<file path="config.mk">
export PLATFORM = sky130hd
export DESIGN_NAME = piso_serializer
export DESIGN_NICKNAME = d
export VERILOG_FILES = /design/src/rtl/piso_serializer.sv
export SDC_FILE = /design/constraint.sdc
export NUM_CORES = 1
export LEC_CHECK = 0
export BUFFER_PORTS_ARGS = -buffer_cell sky130_fd_sc_hd__buf_2
export CAP_MARGIN = 20
export CORE_UTILIZATION = 47
export CTS_CLUSTER_DIAMETER = 60
export DETAILED_ROUTE_END_ITERATION = 16
export GPL_TIMING_DRIVEN = 0
export PLACE_DENSITY = 0.72
export SLEW_MARGIN = 25
export SYNTH_ARGS = -nofsm -noshare
export SYNTH_HDL_FRONTEND = slang
export SYNTH_SLANG_ARGS = --single-unit
</file>
<file path="constraint.sdc">
create_clock -name clk -period 1.7 [get_ports clk]
set_clock_uncertainty 0.1 [all_clocks]
set_input_delay 0.34 -clock clk [delete_from_list [all_inputs] [get_ports clk]]
set_output_delay 0.34 -clock clk [all_outputs]
set_load 0.005 [all_outputs]
</file>
<file path="src/rtl/piso_serializer.sv">
// Parallel-in/serial-out shifter for the UART TX datapath.
// One word is accepted per valid/ready handshake together with its frame
// length; bits leave one per serializer_EN strobe, LSB- or MSB-first, and
// serial_done pulses for one cycle on the strobe that follows the last bit.
module piso_serializer #(
    parameter int   DATA_WIDTH = 8,
    parameter int   CNT_WIDTH  = 4,
    parameter bit   MSB_FIRST  = 1'b0,
    parameter logic IDLE_LVL   = 1'b1
) (
    input  logic                  clk,
    input  logic                  rst,
    input  logic [DATA_WIDTH-1:0] parallel_data,
    input  logic [CNT_WIDTH-1:0]  frame_len,
    input  logic                  data_valid,
    output logic                  data_ready,
    input  logic                  serializer_EN,
    output logic                  serial_data,
    output logic                  busy,
    output logic                  serial_done
);

    typedef enum logic [0:0] {
        ST_IDLE  = 1'b0,
        ST_SHIFT = 1'b1
    } state_t;

    // A zero or oversize request means "send a full word".
    function automatic logic [CNT_WIDTH-1:0] clamp_len(input logic [CNT_WIDTH-1:0] len);
        logic [CNT_WIDTH-1:0] res;
        if ((len == {CNT_WIDTH{1'b0}}) || (len > CNT_WIDTH'(DATA_WIDTH))) begin
            res = CNT_WIDTH'(DATA_WIDTH);
        end else begin
            res = len;
        end
        return res;
    endfunction

    // Bit multiplexer written as an OR-reduction so the index may be wider
    // than the data word needs without any out-of-range select.
    function automatic logic frame_bit(input logic [DATA_WIDTH-1:0] word,
                                       input logic [CNT_WIDTH-1:0]  sel);
        logic res;
        res = 1'b0;
        for (int i = 0; i < DATA_WIDTH; i++) begin
            res = res | ((sel == CNT_WIDTH'(i)) & word[i]);
        end
        return res;
    endfunction

    state_t                state_r;
    state_t                next_state_s;
    logic [DATA_WIDTH-1:0] data_r;
    logic [DATA_WIDTH-1:0] next_data_s;
    logic [CNT_WIDTH-1:0]  len_r;
    logic [CNT_WIDTH-1:0]  next_len_s;
    logic [CNT_WIDTH-1:0]  index_r;
    logic [CNT_WIDTH-1:0]  next_index_s;
    logic [CNT_WIDTH-1:0]  sel_s;
    logic                  serial_r;
    logic                  next_serial_s;
    logic                  busy_r;
    logic                  next_busy_s;
    logic                  done_r;
    logic                  next_done_s;

    assign data_ready  = (state_r == ST_IDLE);
    assign serial_data = serial_r;
    assign busy        = busy_r;
    assign serial_done = done_r;

    // Word position of the frame bit at the current index, per bit order.
    always_comb begin
        if (MSB_FIRST) begin
            sel_s = len_r - index_r - CNT_WIDTH'(1);
        end else begin
            sel_s = index_r;
        end
    end

    // Next-state and next-output logic of the IDLE/SHIFT frame FSM.
    always_comb begin
        next_state_s  = state_r;
        next_data_s   = data_r;
        next_len_s    = len_r;
        next_index_s  = index_r;
        next_serial_s = serial_r;
        next_busy_s   = busy_r;
        next_done_s   = 1'b0;
        case (state_r)
            ST_IDLE: begin
                next_serial_s = IDLE_LVL;
                next_busy_s   = 1'b0;
                if (data_valid) begin
                    next_data_s  = parallel_data;
                    next_len_s   = clamp_len(frame_len);
                    next_index_s = {CNT_WIDTH{1'b0}};
                    next_busy_s  = 1'b1;
                    next_state_s = ST_SHIFT;
                end else begin
                    next_state_s = ST_IDLE;
                end
            end
            ST_SHIFT: begin
                if (serializer_EN) begin
                    if (index_r < len_r) begin
                        next_serial_s = frame_bit(data_r, sel_s);
                        next_index_s  = index_r + CNT_WIDTH'(1);
                    end else begin
                        // Strobe after the last bit closes the frame, so the
                        // last bit is held for a full strobe period.
                        next_serial_s = IDLE_LVL;
                        next_busy_s   = 1'b0;
                        next_done_s   = 1'b1;
                        next_state_s  = ST_IDLE;
                    end
                end else begin
                    next_state_s = ST_SHIFT;
                end
            end
            default: begin
                next_state_s  = ST_IDLE;
                next_serial_s = IDLE_LVL;
                next_busy_s   = 1'b0;
            end
        endcase
    end

    // State and registered outputs; reset drops any frame in progress.
    always_ff @(posedge clk or negedge rst) begin
        if (!rst) begin
            state_r  <= ST_IDLE;
            data_r   <= {DATA_WIDTH{1'b0}};
            len_r    <= {CNT_WIDTH{1'b0}};
            index_r  <= {CNT_WIDTH{1'b0}};
            serial_r <= IDLE_LVL;
            busy_r   <= 1'b0;
            done_r   <= 1'b0;
        end else begin
            state_r  <= next_state_s;
            data_r   <= next_data_s;
            len_r    <= next_len_s;
            index_r  <= next_index_s;
            serial_r <= next_serial_s;
            busy_r   <= next_busy_s;
            done_r   <= next_done_s;
        end
    end

endmodule

</file>
==> flow_summary_export.csv <==
group,metric,value,unit
sta,fmax,592.0,MHz
critical_path,r2r_start,"index_r[2]",
layout,area_delta_synth_final,21.66,%
route,dr.pass1.iters,2,
floorplan,io_pins,20,
critical_path,path_max_fanout,6,
sta,period_share,99.36,%
floorplan,fp.dieH,48.38,um
clock_network,cts.sinks,20,
layout,final_cell_area,1230,um^2
place,place_congestion,0.8196,
critical_path,r2r-end,"index_r[2]",
layout,n_fill_cell,182,
critical_path,path_cells,"ha_1, o21a_1, nor2_4, o2111a_1, mux2i_1",
place,hpwl,1.286,mm
layout,stdcell_count,142,
layout,nNetsFinal,139,
place,placed_cell_area,1140,um^2
floorplan,start_util,50.50,%
sta,maxSlewViolCount,0,
floorplan,rows,16,
critical_path,reg2reg_slack,0.01,ns
layout,layout_common_cells,"20 x buf_2, 16 x dfrtp_1, 11 x nand2_1, 8 x mux2_2, 7 x inv_1",
sta,rsz0062_at_grt,"yes",
layout,antenna_cells,0,
critical_path,critPathTopFamily,"flip-flops",
place,io_buffer_count,19,
hold_path,holdCritStartpoint,"parallel_data[2]",
critical_path,start_kind,"flop",
clock_network,clockBufferDepth,2,
global_routing,grt_pass1_wl,3.194,mm
layout,mostFrequentLayoutCell,"buf_2",
global_routing,grt_max_degree,21,
logic_synthesis,synth_area,1011,um^2
power_and_ir_drop,leakagePower,0.5802,nW
floorplan,die_w,48.38,um
critical_path,critPathRequiredTime,1.82,ns
hold_path,hold_depth,2,
critical_path,crit_type,"flop to flop",
critical_path,critical_path.max_stage_delay,0.46,ns
critical_path,slowest_stage,"dfrtp_2",
global_routing,grt_overflow,0,
sta,min_period,1.689,ns
sta,fin_ws,0.01083,ns
layout,drive_above_1_share,40.87,%
route,drt-total-wl,1.791,mm
logic_synthesis,yosys_warnings,0,
critical_path,critPathArrivalTime,1.81,ns
run_status,outcome,"finished, final reports clean",
logic_synthesis,synth_seq_cells,20,
floorplan,die_area,2341,um^2
route,wire_per_inst,12.61,um
sta,finalSetupTns,0,ns
logic_synthesis,netlist_instances,89,
logic_synthesis,seq_area_frac_synth,49.63,%
logic_synthesis,syn_area_per_cell,11.36,um^2
clock_network,worstSkewPairLatency,0.30,ns
sta,max_slew.worst_pin.slew,0.4398,ns
place,pre_cts_ws,-0.1169,ns
clock_network,cts-root-buf,"clkbuf_4",
layout,seq_area,505.5,um^2
clock_network,cts_tree,"yes",
critical_path,cp-end-kind,"flop",
route,via_per_inst,5.014,
hold_path,hold_path_class,"input pin to flop",
logic_synthesis,ys_types,23,
power_and_ir_drop,ir_worst_vdd,0.8757,mV
sta,finalHoldViolations,0,
route,antenna_left,0,
critical_path,worstRegToRegCells,5,
sta,final-setup-viol-count,0,
clock_network,clkTransAtPathRegs,0.11,ns
clock_network,cts_made_buffers,3,
route,drt_iter0_markers,5,
power_and_ir_drop,pwr_density_cell,1741,nW/um^2
global_routing,antenna_found_initial,0,
floorplan,coreArea,2002,um^2
power_and_ir_drop,power,2.141,mW
clock_network,cts.htree.levels,1,
global_routing,grt_pass1_vias,757,
logic_synthesis,syn-num-nets,112,
critical_path,worst-path-buf-inv,0,
layout,multiInputGateArea,501.7,um^2
global_routing,grt_usage,18.02,%
place,dp_cells,135,
hold_path,min_delay_worst_endpoint,"data_r[2]",
route,vias,712,
route,drc,0,
job,cap_violations,0,
sta,slew_headroom,70.68,%
report_power, final:
group          leakage (nW)  internal [mW]  switching, mW
clock                0.0150         0.0913          0.137
combinational         0.326          0.556          0.490
sequential            0.240          0.711          0.157
worst max-delay path by stage:
stage,start,endpoint,slack (ns),depth (start not counted)
2_1_floorplan,index_r[1],index_r[2],0.02,4
3_3_place_gp,index_r[1],index_r[1],-0.1,4
3_5_place_dp,index_r[1],index_r[2],-0.12,4
4_1_cts,len_r[1],index_r[2],-0.07,5
5_1_grt,len_r[1],index_r[2],-0.07,5
6_report,index_r[2],index_r[2],0.01,5
sequential cells by signal (all words and copies together), names as in the netlist:
signal,flops
busy,1
data_r,8
index_r,4
len_r,4
serial_data,1
serial_done,1
state_r,1
Yosys cell counts (all sizes together):
cell      n  area, um^2
dfrtp    19       475.5
nand2    11       41.29
inv       9       33.78
mux2      8       90.09
ha        7       87.58
nor3      6       30.03
o21ai     5       25.02
mux2i     4       40.04
nand2b    4       32.53
a21oi     2       10.01
a22o      2       17.52
a22oi     2       15.01
a2111oi   1       27.53
a311o     1       10.01
buf       1       5.000
clkbuf    1       3.750
dfstp     1       26.28
nor2      1       3.750
o2111a    1       11.26
o21a      1       7.510
o21ba     1       10.01
o31ai     1       7.510
cells by family (layout without fill, tap and decap cells):
logic type | count (synthesis) | count (layout) | share of synthesized area (%)
AND/OR/NAND/NOR | 22 | 22 | 10.64
flip-flops | 20 | 20 | 49.63
AO/OA/AOI/OAI | 17 | 17 | 13.99
multiplexers | 12 | 12 | 12.87
buffers and inverters | 11 | 37 | 4.207
adder cells (fa/ha/maj) | 7 | 7 | 8.663
per-layer routing:
metal	share of wire [%]	up-vias	global-route usage (%)
li1	-	363	-
met1	43	333	20.58
met2	53	12	33.33
met3	2.2	4	1.887
met4	1.5	0	8.824
met5	0	-	0
stage by stage:
step / util (%) / hold WS (ns)
after floorplan: - / -0.05559
after global placement: 56.94 / 0.2051
after detailed placement: 56.94 / 0.2150
after CTS: 60.50 / 0.1584
after global routing: 61.44 / 0.1548
final: 61.44 / 0.1636
layout make-up:
type | count | share of cell area [%]
multi-input combinational | 58 | 40.79
sequential | 20 | 41.10
buffer | 2 | 0.7121
tap | 27 | 2.747
clock buffer | 4 | 2.136
timing repair buffer | 22 | 9.766
inverter | 9 | 2.747
what timing repair did:
action                                 in CTS  in global routing
buffers inserted                            1                  1
hold buffers                                1                  0
endpoints found under the hold margin      19                  0
setup endpoints to repair                   5                  6
resized for setup                           8                  5
pin swaps                                   4                  2
gates cloned                                0                  0
Power figures use the tool's default switching activity.
